`src/rtl/alu_seq_ctrl.sv`:
```
// Command sequencer in front of an 8-bit combinational ALU: reads a 4x8 register file,
// drives the ALU operands, writes the result back and hands it downstream over valid/ready.
module alu_seq_ctrl #(
  parameter int          NREG   = 4,
  parameter logic [3:0]  LDI_OP = 4'hF
) (
  input  logic                     clk,
  input  logic                     rst_n,
  input  logic                     cmd_valid,
  output logic                     cmd_ready,
  input  logic [3:0]               cmd_op,
  input  logic [$clog2(NREG)-1:0]  cmd_dst,
  input  logic [$clog2(NREG)-1:0]  cmd_srca,
  input  logic [$clog2(NREG)-1:0]  cmd_srcb,
  input  logic                     cmd_usec,
  input  logic [7:0]               cmd_imm,
  output logic [7:0]               alu_opa,
  output logic [7:0]               alu_opb,
  output logic [3:0]               alu_opcode,
  output logic                     alu_cin,
  input  logic [7:0]               alu_result,
  input  logic                     alu_cout,
  output logic                     res_valid,
  input  logic                     res_ready,
  output logic [7:0]               res_data,
  output logic [$clog2(NREG)-1:0]  res_dst,
  output logic                     carry
);

  localparam int IW = $clog2(NREG);

  typedef enum logic [1:0] {IDLE, EXEC, DONE} state_t;

  state_t          state, state_next;
  logic [7:0]      regs [NREG];
  logic [3:0]      op_q;
  logic [IW-1:0]   dst_q;
  logic [7:0]      imm_q;
  logic [7:0]      wdata;

  assign wdata = (op_q == LDI_OP) ? imm_q : alu_result;

  always_ff @(posedge clk) begin
    // NOTE: sequential state uses non-blocking assignments so every flop samples pre-edge values.
    if (!rst_n) state <= IDLE;
    else        state <= state_next;
  end

  always_comb begin
    // NOTE: defaults first so no path through the case leaves an output unassigned (no latches).
    state_next = state;
    cmd_ready  = 1'b0;
    unique case (state)
      IDLE: begin
        cmd_ready = 1'b1;
        if (cmd_valid) state_next = EXEC;
      end
      EXEC:    state_next = DONE;
      DONE:    if (res_ready) state_next = IDLE;
      default: state_next = IDLE;
    endcase
  end

  always_ff @(posedge clk) begin
    if (!rst_n) begin
      // NOTE: the register file is cleared on reset because software relies on it reading zero.
      for (int i = 0; i < NREG; i++) regs[i] <= '0;
      op_q       <= '0;
      dst_q      <= '0;
      imm_q      <= '0;
      alu_opa    <= '0;
      alu_opb    <= '0;
      alu_opcode <= '0;
      alu_cin    <= 1'b0;
      carry      <= 1'b0;
      res_valid  <= 1'b0;
      res_data   <= '0;
      res_dst    <= '0;
    end else begin
      unique case (state)
        IDLE: if (cmd_valid) begin
          op_q       <= cmd_op;
          dst_q      <= cmd_dst;
          imm_q      <= cmd_imm;
          alu_opa    <= regs[cmd_srca];
          alu_opb    <= regs[cmd_srcb];
          alu_opcode <= cmd_op;
          alu_cin    <= cmd_usec & carry;
        end
        EXEC: begin
          // ALU output has settled combinationally from the operands registered in IDLE.
          regs[dst_q] <= wdata;
          if (op_q == 4'h0) carry <= alu_cout;
          res_data  <= wdata;
          res_dst   <= dst_q;
          res_valid <= 1'b1;
        end
        DONE: if (res_ready) res_valid <= 1'b0;
        default: ;
      endcase
    end
  end

endmodule
```
`config.mk`:
```
export PLATFORM = sky130hd
export DESIGN_NAME = alu_seq_ctrl
export DESIGN_NICKNAME = d
export VERILOG_FILES = /design/src/rtl/alu_seq_ctrl.sv
export SDC_FILE = /design/constraint.sdc
export NUM_CORES = 1
export LEC_CHECK = 0
export CORE_MARGIN = 4
export CORE_UTILIZATION = 51
export CTS_CLUSTER_DIAMETER = 120
export CTS_CLUSTER_SIZE = 28
export DETAILED_ROUTE_END_ITERATION = 12
export GPL_ROUTABILITY_DRIVEN = 0
export PLACE_DENSITY = 0.79
export RECOVER_POWER = 50
export SETUP_SLACK_MARGIN = 0.02
export SLEW_MARGIN = 10
export SYNTH_ARGS = -nofsm -noshare
export SYNTH_HDL_FRONTEND = slang
export SYNTH_SLANG_ARGS = --single-unit
export TNS_END_PERCENT = 100
```
`constraint.sdc`:
```
create_clock -name clk -period 2.08 [get_ports clk]
set_input_delay 0.312 -clock clk [delete_from_list [all_inputs] [get_ports clk]]
set_output_delay 0.312 -clock clk [all_outputs]
set_load 0.01 [all_outputs]
```
# --- Word-level counts from Yosys, hierarchy flattened ---
# Memory sizes are Yosys's and may differ from the RTL's. A register that Yosys moved wholly into a read port is not among the register bits.
# Cells that the tools add are included.
totals:
  output_inout_bits: 34
  ramBits: 32
  mem_count: 1
  latchBits: 0
  ff_bits: 29
  input_bits: 32
  romBits: 0
  elab_cells: 40
classes:
  reduce_logical: 10
  shift: 0
  mul: 0
  n_mux: 14
  n_div: 0
  magnitude_cmp: 0
  bitwise_logic: 1
  eq_ne: 5
  addsub: 0
memory_table:
  columns: ["memory", "words", "width", "read_ports", "rd_ports_with_merged_regs", "write_ports", "line", "rtl"]
  rows:
  - ["regs", 4, 8, 2, 2, 4, "35", "logic [7:0] regs [NREG];"]
op_table:
  columns: ["cell", "n"]
  rows:
  - ["two-way mux 8 bit", 2]
  - ["AND reduction 2 bit", 4]
  - ["OR reduction 8 bit", 1]
  - ["two-way mux 1 bit", 7]
  - ["two-way mux 2 bit", 3]
  - ["one-hot mux 2 bit (3 select lines)", 1]
  - ["== test 4 bit, second input constant", 1]
  - ["zero test 4 bit", 1]
  - ["inequality test 2 bit, second input constant", 2]
  - ["== test 2 x 1 -> 1 bit, second input constant", 1]
  - ["== test 2 bit, second input constant", 1]
  - ["zero test 1 bit", 2]
  - ["zero test 2 bit", 1]
  - ["one-hot mux 1 bit (2 select lines)", 1]
  - ["nonzero test 2 bit", 1]
  - ["bitwise AND 1 bit", 1]

# --- Logic depth before layout (Yosys ltp) ---
# Gate-level depths: netlist of the first run.
depth:
  word_depth: 6
  ltp_mapped: 6
  mapped_depth_nobuf: 3

# --- Least setup slack after synthesis of the first run ---
# No wires, ideal clock.
synth_path:
  path_kind: "reg-to-reg"
  from: "register state[1]"
  to: "memory regs[1][0] (enable)"
  setup_slack_ps: 497
  required_time_ps: 1696
  synth_period_minus_slack_ps: 1583
  stages_incl_launch_ff: 3
  t_arrival_ps: 1199
  cell_sequence: "dfxtp_1 nand2b_1 o21ai_0"
synth_rtl:
  columns: ["element", "line", "rtl"]
  rows:
  - ["from (decl)", "34", "state_t state, state_next;"]
  - ["from (signal assigned)", "46", "else state <= state_next;"]
  - ["to (decl)", "35", null]

==> reports/metrics.yaml, run 1 <==
synth_area_leaders: "edfxtp_1, dfxtp_1, mux4_2"
setup_slack_ns: 0.230
grt_antenna_before_repair: 0
synthFlopType: "dfxtp_1"
design_area_mm2: 0.00416
drv_cap: 0
status: "completed"
cp_max_fo: 8
syn_to_final_growth_pct: 28.3
tns_ns: 0
fin_util_pct: 68.7
slowest_delay_ns: 0.59
dpl_cell_area_mm2: 0.00399
start_util_pct: 53.5
synth.most_common_cell: "nand2_1"
yosys_register_bits: 77
gr-total-overflow: 0
leakage_uw: 0.00161
ys_warn_count: 0
hp-class: "reg -> reg"
drtAntennaViolNets: 0
cp-end-kind: "flip-flop"
worstSkewPairLatency_ns: 0.34
synth_common_cells: "nand2_1, dfxtp_1, a21oi_1, nor2_1, edfxtp_1"
dp.final_hpwl_um: 4980
rrSetupSlack_ns: 0.35
core-area_mm2: 0.00606
cts_tree: "built"
initialDrtViolationCount: 126
htreeDepth: 3
clockBufferDepth: 2
die_height_um: 87.7
period_needed_ns: 1.85
holdBufCountCts: 0
start_kind: "input pin"
cts-root-buf: "clkbuf_8"
synthArstFlopShare_pct: 0
num_vias: 2400
num_rows: 28
setup_viol: 0
relSlewSlack_pct: 31.4
synth_top_area_share_pct: 29.6
cts.sinks: 77
cts.repair.resized: 0
post_cts_buffers: 0
crit_buf_inv: 2
synth_top_area_cell: "edfxtp_1"
grt_pass1_wl_um: 10800
io-pin-count: 66
track_usage_pct: 18.5
wl_per_cell_um: 14.6
numCtsBuffers: 9
n_antenna_cell: 0
fin_crit_sh_pct: 88.9
worstMarginPinSlew_ns: 1.02
vias_per_cell: 5.33
path_class: "in -> reg"
syn_inst: 300
grt_max_degree: 33
arrival_ns: 2.07
crit_required_ns: 2.30
power_density_mw_per_mm2: 769
skew_ns: 0.00700
dp_slack_ns: 0.210
drive_above_1_share_pct: 12.0
critical_path.cell_chain: "dlygate4sd3_1 > clkbuf_1 > mux4_2 > nand2_1 > a21oi_1"
path_clk_slew_ns: 0.07
synth_edf_count: 32
syn-cell-area_mm2: 0.00324
die_w_um: 87.7
hold_viol_final: 0
peakVddDrop_mv: 0.497
syn_nets: 332
first_pass_iters: 4
slowest_stage: "mux4_2"
ys_seq_area_share_pct: 57.4
finalPower_uw: 3200
drc_errors: 0
cp_top_family: "buffers and inverters"
clock.fmax_ghz: 0.541
port_buffers: 65
finalWirelength_um: 6590
first_global_vias: 2267
fp.dieArea_mm2: 0.00770
syn_avg_cell_area_um2: 10.8
nets: 402
rsz0062_at_grt: "false"
ys_types: 26
slew_viol_final: 0
nFillCells: 444
-- state kept, by name, summed over array words and instances, names as in the netlist --
| signal | count |
|---|---|
| state | 2 |
| op_q | 4 |
| alu_opb | 8 |
| res_valid | 1 |
| res_data | 8 |
| dst_q | 2 |
| imm_q | 8 |
| res_dst | 2 |
| carry | 1 |
| alu_cin | 1 |
| alu_opa | 8 |
| regs | 32 |
-- cells by family (layout without fill, tap and decap cells) --
logic type             count (synthesis)  in the layout  synth area share (%)
DFF                                   77             77                  57.4
muxes                                 24             24                  13.6
buffers and inverters                 24             99                  4.05
AOI/OAI and AO/OA                     58             58                  9.10
and+or+nand+nor                      117            117                  15.9
-- worst min-delay path: stages (launching register included) --
cell and delay (ns):
dfxtp_1 0.31, nand2_1 0.05, a21oi_1 0.05
-- layout make-up --
type | instances | area [µm²] | share of cell area [%]
sequential | 77 | 1860 | 44.7
multi-input combinational | 199 | 1260 | 30.2
timing repair buffer | 81 | 752 | 18.1
clock buffer | 10 | 138 | 3.31
tap | 75 | 93.8 | 2.25
clock inverter | 6 | 52.6 | 1.26
inverter | 2 | 7.51 | 0.180
-- stage by stage --
step	cells	hold slack (ns)
after CTS	450	0.458
final	450	0.451
after detailed placement	434	0.447
after global placement	434	0.442
after floorplan	300	0.436
after global routing	450	0.463
-- where the power goes --
group          leakage (µW)  switching (µW)  internal (µW)  total, µW
clock              0.000101             503            573       1080
sequential         0.000700            49.9           1660       1710
combinational      0.000809             197            220        417
-- layer usage --
| layer | share of wire [%] | vias to the layer above | track usage [%] |
|---|---|---|---|
| met2 | 49 | 86 | 29.9 |
| met5 | 0 | - | 0 |
| li1 | - | 1190 | - |
| met1 | 43 | 1112 | 24.2 |
| met3 | 5.9 | 12 | 3.20 |
| met4 | 2.0 | 0 | 9.21 |
-- layout by cell type (no fill, tap or decap) --
| cell | Yosys | routed |
|---|---|---|
| a21bo_2 | 1 | 1 |
| a21oi_1 | 44 | 44 |
| buf_4 | 0 | 11 |
| bufinv_16 | 0 | 1 |
| clkbuf_1 | 8 | 5 |
| clkbuf_8 | 0 | 10 |
| clkdlybuf4s50_1 | 0 | 49 |
| clkinv_1 | 1 | 3 |
| clkinv_2 | 0 | 3 |
| dfxtp_1 | 45 | 45 |
| dlygate4sd3_1 | 0 | 16 |
| edfxtp_1 | 32 | 32 |
| inv_1 | 1 | 1 |
| mux2i_1 | 8 | 8 |
| mux4_2 | 16 | 16 |
| nand2_1 | 67 | 67 |
| nand2b_1 | 3 | 3 |
| nand3_1 | 2 | 2 |
| nand3b_4 | 1 | 1 |
| nand4_4 | 1 | 1 |
| nor2_1 | 33 | 33 |
| nor2b_1 | 1 | 1 |
| nor3_1 | 2 | 2 |
| nor3b_4 | 0 | 1 |
| nor4_1 | 2 | 2 |
| o21ai_0 | 13 | 13 |
| or2_0 | 2 | 2 |
| or3_1 | 1 | 1 |
| or3b_1 | 1 | 1 |
-- final timing paths --
path | cells past startpoint | endpoint | from
worst max register to register | 2 | regs[2][2] | dst_q[0]
worst max-delay path | 5 | alu_opa[6] | cmd_srca[0]
worst min-delay path | 2 | alu_opb[5] | alu_opb[5]
worst min register to register | 2 | alu_opb[5] | alu_opb[5]
Power figures use the tool's default switching activity.
==> run 2: changes to the inputs <==
ABC_AREA = 1   (was default)
CORE_UTILIZATION = 56   (was 51)
PLACE_DENSITY = 0.85   (was 0.79)
clock period = 2.3 ns   (was 2.08 ns; I/O delays follow)
==> reports/metrics.yaml, run 2 <==
status: "completed"  # unchanged
leakage_uw: 0.00187  # was 0.00161 µW
numCtsBuffers: 9  # unchanged
slew_viol_final: 0  # unchanged
relSlewSlack_pct: 52.7  # was 31.4%
path_clk_slew_ns: 0.07  # about the same
path_class: "in -> reg"  # unchanged
ys_warn_count: 0  # unchanged
cts-root-buf: "clkbuf_8"  # unchanged
drc_errors: 0  # unchanged
arrival_ns: 1.93  # was 2.07 ns
grt_antenna_before_repair: 0  # unchanged
grt_pass1_wl_um: 13300  # was 10,800 µm
syn_nets: 475  # was 332
die_w_um: 87.8  # was 87.7 µm
core-area_mm2: 0.00606  # unchanged
ys_types: 24  # was 26
synth_common_cells: "nand2_1, nor2_1, dfxtp_1, inv_1, nand3_1"  # was nand2_1, dfxtp_1, a21oi_1, nor2_1, edfxtp_1
synth.most_common_cell: "nand2_1"  # unchanged
critical_path.cell_chain: "dlygate4sd3_1 > inv_1 > nor2_4 > nand3_1 > nand2_1"  # was dlygate4sd3_1 > clkbuf_1 > mux4_2 > nand2_1 > a21oi_1
clockBufferDepth: 2  # unchanged
dp.final_hpwl_um: 5970  # was 4980 µm
synthArstFlopShare_pct: 0  # unchanged
vias_per_cell: 5.26  # was 5.33
synthFlopType: "dfxtp_1"  # unchanged
port_buffers: 65  # unchanged
dpl_cell_area_mm2: 0.00424  # was 0.00399 mm²
fin_util_pct: 72.4  # was 68.7%
syn_inst: 443  # was 300
tns_ns: 0  # unchanged
multi_input_area_mm2: 0.00135  # was 0.00126 mm²
slowest_stage: "dlygate4sd3_1"  # was mux4_2
holdBufCountCts: 0  # unchanged
first_global_vias: 2941  # was 2,267
syn_avg_cell_area_um2: 8.05  # was 10.8 µm²
synth_edf_count: 32  # unchanged
period_needed_ns: 1.91
grt_max_degree: 38  # was 33
finalWirelength_um: 8230  # was 6590 µm
hold_viol_final: 0  # unchanged
rsz0062_at_grt: "false"  # unchanged
layout_common_cells: "nand2_1, clkdlybuf4s50_1, nor2_1"  # was nand2_1, clkdlybuf4s50_1, dfxtp_1
layout_commonest_cell: "nand2_1"  # unchanged
peakVddDrop_mv: 0.573  # was 0.497 mV
cp_top_family: "simple AND/OR/NAND/NOR gates"  # was buffers and inverters
regToRegStartpoint: "state[1]"  # was dst_q[0]
largest_register_ffs: 32  # unchanged
num_rows: 28  # unchanged
crit_required_ns: 2.31  # was 2.30 ns
drive_above_1_share_pct: 7.62  # was 12.0%
largest-register: "regs"  # unchanged
nets: 539  # was 402
first_pass_iters: 6  # was 4
initialDrtViolationCount: 183  # was 126
setup_viol: 0  # unchanged
skew_ns: 0.0170  # was 0.00700 ns
n_antenna_cell: 0  # unchanged
syn-cell-area_mm2: 0.00357  # was 0.00324 mm²
start_util_pct: 58.9  # was 53.5%
fin_crit_sh_pct: 83.2
track_usage_pct: 22.9  # was 18.5%
clock.fmax_ghz: 0.523
fp.dieArea_mm2: 0.00771  # was 0.00770 mm²
post-place-cells: 571  # was 434
drv_cap: 0  # unchanged
htreeDepth: 3  # unchanged
seqCellArea_mm2: 0.00186  # unchanged
die_height_um: 87.8  # was 87.7 µm
cts.sinks: 77  # unchanged
yosys_register_bits: 77  # unchanged
hp-class: "reg -> reg"  # unchanged
start_kind: "input pin"  # unchanged
worstHoldStart: "res_data[5]"  # was alu_opb[5]
synth_area_leaders: "edfxtp_1, dfxtp_1, nand2_1"  # was edfxtp_1, dfxtp_1, mux4_2
slowest_delay_ns: 0.55  # was 0.59 ns
gr-total-overflow: 0  # unchanged
crit_buf_inv: 2  # unchanged
post_cts_buffers: 0  # unchanged
power_density_mw_per_mm2: 707  # was 769 mW/mm²
drtAntennaViolNets: 0  # unchanged
final_cells: 587  # was 450
startpoint: "rst_n"  # was cmd_srca[0]
cts_tree: "built"  # unchanged
cts.repair.resized: 0  # unchanged
cp-end-kind: "flip-flop"  # unchanged
worstMarginPinSlew_ns: 0.707  # was 1.02 ns
synth_top_area_share_pct: 26.9  # was 29.6%
io-pin-count: 66  # unchanged
wl_per_cell_um: 14.0  # was 14.6 µm
synth_top_area_cell: "edfxtp_1"  # unchanged
ys_seq_area_share_pct: 52.2  # was 57.4%
syn_to_final_growth_pct: 23.0  # was 28.3%
design_area_mm2: 0.00439  # was 0.00416 mm²
num_vias: 3087  # was 2,400
worstSkewPairLatency_ns: 0.36  # was 0.34 ns
cp_max_fo: 9  # was 8
nFillCells: 462  # was 444
-- run 2: cell types whose count changed after synthesis, sizes merged, moves of 8 or more --
| cell | change |
|---|---|
| mux4 | -16 |
| o21bai | +8 |
| nand2 | +84 |
| mux2i | -8 |
| a21oi | -28 |
| nor2 | +29 |
| nand3 | +46 |
| inv | +43 |
-- run 2: report_power, final --
| group | total (µW) | switching [µW] | internal [µW] |
|---|---|---|---|
| Combinational | 465 | 251 | 214 |
| Sequential | 1560 | 55.8 | 1510 |
| Clock | 1070 | 505 | 568 |
-- run 2: through the flow --
step                total power, µW  worst slack (ns)  hold WS [ns]
floorplan                      1870             0.656         0.445
global placement               2050             0.331         0.442
detailed placement             2070             0.269         0.446
CTS                            3130             0.445         0.459
global route                   3250             0.240         0.485
finish                         3100             0.386         0.457
-- run 2: worst min-delay path, stage by stage (launching register included) --
cell	delay, ns
dfxtp_1	0.31
nand2_1	0.06
nand2_1	0.05
-- run 2: final timing paths --
kind | cells past startpoint | endpoint | slack [ns]
max reg2reg | 5 | regs[2][3] | 0.54
max | 5 | regs[2][3] | 0.39
min reg2reg | 2 | res_data[5] | 0.46
min | 2 | res_data[5] | 0.46
-- run 2: area by class of cell --
cell class              count  area share, %
clock inverters             5           1.31
multi-input cells         303           30.6
inverters                  44           3.76
well taps                  75           2.14
flip-flops and latches     77           42.4
repair buffers             72           16.2
clock buffers              11           3.48
-- run 2: kinds of logic after synthesis --
group                  Yosys count  share of synthesized area (%)
buffers and inverters           63                           8.59
DFF                             77                           52.2
AOI/OAI and AO/OA               42                           7.33
and+or+nand+nor                261                           31.9
-- run 2: routing by layer --
metal	vias to the layer above	GRT usage [%]	part of all wire (%)
li1	1527	-	-
met1	1413	26.6	41
met2	136	40.7	50
met3	11	6.49	7.2
met4	0	7.25	1.5
met5	-	0	0
==> patch, RTL diff (config.mk and constraints of run 1) <==
Set the parameter `NREG` to 8 (it was 4).
--- a/src/rtl/alu_seq_ctrl.sv
+++ b/src/rtl/alu_seq_ctrl.sv
@@ -1,7 +1,7 @@
 // Command sequencer in front of an 8-bit combinational ALU: reads a 4x8 register file,
 // drives the ALU operands, writes the result back and hands it downstream over valid/ready.
 module alu_seq_ctrl #(
-  parameter int          NREG   = 4,
+  parameter int          NREG   = 8,
   parameter logic [3:0]  LDI_OP = 4'hF
 ) (
   input  logic                     clk,
Interface: changed (resized cmd_dst, cmd_srca, cmd_srcb and res_dst); port bits go from 66 to 70. No check against the original RTL was run, so the function may have changed too.
==> patch against run 1 <==
  * Final cell count increased by 50%
  * Clock skew increased by 0.0082 ns
  * Synthesized cell count up 53%
  * Cell area rose by 49%
  * Sequential cell count increased by 34
  * Worst setup slack lost 0.081 ns
  * Routed wire length is 92% higher
  * Die area grew 52%
  * Hold slack better by 0.019 ns
  * Synthesized area up 58%
  * Clock power is 20% higher
  * Highest routed layer unchanged
  * Count of clock-buffer cells in the layout is 1 lower
  * Total power up 39%
  * Via count rose by 61%
==> patch: results (changes against run 1) <==
Parameter                              Value

Place
  Pre-CTS WS ... 0.0510 ns (-0.159 ns)
  Half-perimeter wire length after placement ... 8880 um (+79%)
  Post-placement cell count ... 659 (+52%)
  Post-DP Area ... 6030 um^2 (+51%)
  Count of buffers from port buffering ... 69 (+6.2%)

Routing
  Wire length reported by the detailed router ... 12600 um (+92%)
  Detailed Route Iter0 Violations ... 293 (+130%)
  Average via count per standard cell ... 5.72 (+7.3%)
  Met3 Routed Length ... 1080 um (+180%)
  Routed metal-1 wirelength ... 5200 um (+85%)
  WL met2 ... 6020 um (+85%)

Yosys
  Post-synthesis instance total ... 458 (+53%)
  Synthesized Nets ... 493 (+48%)
  Top cells by instance count after synthesis ... sky130_fd_sc_hd__nor2_1 (70), sky130_fd_sc_hd__edfxtp_1 (64), sky130_fd_sc_hd__nand2_1 (59)
  Dominant cells by area after synthesis ... sky130_fd_sc_hd__edfxtp_1 (38%), sky130_fd_sc_hd__dfxtp_1 (18%), sky130_fd_sc_hd__mux2i_1 (8.4%)
  Number of enable-type register cells in the synthesized netlist ... 64 (+100%)
  Share of cell area taken by muxes after synthesis ... 15.5% (+1.9 points)
  Synthesized-area fraction occupied by ao, oa, aoi and oai cells ... 12.7% (+3.6 points)
  Number of distinct library cells after synthesis ... 33 (+27%)

Cells and area
  Flip-flop count of the largest register after layout ... 64 (+100%)
  Non-clock buffer count ... 96 (+19%)
  Count of placed standard cells in the final layout, fillers left out ... 675 (+50%)
  Clock buf/inv share ... 3.15% (-1.4 points)
  Fill cell total of the finished layout ... 801 (+80%)
  Flip-flop and latch area ... 2860 um^2 (+54%)
  Layout Utilization ... 63.3% (-5.3 points)
  Multi-input comb cells ... 318 (+60%)
  Multi-input gate share of the layout cell area ... 33.2% (+3.0 points)

Pwr
  Maximum resistive drop on vdd ... 418 uV (-16%)
  Leak Pwr ... 0.00247 uW (+54%)

Worst setup path
  Buffering stage count on the worst path with inverters included ... 1 (-1)
  Worst r2r path cells ... 4 (+2)
  Worst-path cell with the longest stage delay ... sky130_fd_sc_hd__clkdlybuf4s50_1
  Reg-to-reg endpoint ... regs[4][2]
  Register-to-Register Setup Slack ... 0.17 ns (-0.18 ns)
  Capturing element of the worst setup path ... cmd_ready
  Launch point of the critical path ... state[1]

Clock tree
  Clock-pin slew on the worst setup and hold paths ... 0.12 ns (+0.05 ns)
  CTS sink cnt ... 111 (+44%)

Global route
  Met1 Usage GRT ... 28.1% (+3.9 points)
  Met3 demand-to-capacity share in global routing ... 5.85% (+2.7 points)
  Global-route wire length before repair ... 20000 um (+84%)
  Pin count of the biggest net entering global routing ... 49 (+48%)
  Via count of the first global-routing pass ... 3918 (+73%)

Timing
  Worst Tran Pin Value ... 0.716 ns (-0.302 ns)
  Worst Hold Slack ... 0.470 ns (+0.0188 ns)
  Final setup skew ... 0.0152 ns (+0.00816 ns)

Status
  Result of the run ... completed

Die
  Tap cells ... 133 (+77%)
[patch: cell count changes after synthesis, moves of 6 or more]
| cell | before | now |
|---|---|---|
| sky130_fd_sc_hd__mux2i_1 | 8 | 43 |
| sky130_fd_sc_hd__o22ai_1 | 0 | 14 |
| sky130_fd_sc_hd__a21boi_0 | 0 | 17 |
| sky130_fd_sc_hd__nand2_1 | 67 | 59 |
| sky130_fd_sc_hd__mux4_2 | 16 | 0 |
| sky130_fd_sc_hd__a221o_1 | 0 | 14 |
| sky130_fd_sc_hd__a21oi_1 | 44 | 18 |
| sky130_fd_sc_hd__nor2_1 | 33 | 70 |
| sky130_fd_sc_hd__nor2b_1 | 1 | 7 |
| sky130_fd_sc_hd__edfxtp_1 | 32 | 64 |
| sky130_fd_sc_hd__o211a_1 | 0 | 8 |
| sky130_fd_sc_hd__mux2_2 | 0 | 32 |
[patch: logic make-up (layout without fill, tap and decap cells)]
logic type / Yosys count / count (layout)
multiplexers: 75 / 75
buffers and inverters: 29 / 113
AO/OA/AOI/OAI: 93 / 93
AND/OR/NAND/NOR: 150 / 150
flip-flops: 111 / 111
[patch: tightest hold or removal path, stage by stage (launching register included)]
cell and delay [ns]:
sky130_fd_sc_hd__dfxtp_1 0.32, sky130_fd_sc_hd__nand2_1 0.04, sky130_fd_sc_hd__a21boi_0 0.06
[patch: how the worst min path moves through the flow]
stage | startpoint | to | cells past startpoint
CTS | imm_q[7] | imm_q[7] | 2
global placement | imm_q[4] | imm_q[4] | 2
finish | imm_q[4] | imm_q[4] | 2
floorplan | imm_q[0] | imm_q[0] | 2
detailed placement | imm_q[7] | imm_q[7] | 2
global route | cmd_imm[4] | imm_q[4] | 3
[patch: where the power goes]
group	internal [uW]	switching (uW)	total (uW)
clock network	475	822	1300
logic	327	328	655
registers	2430	77.0	2510
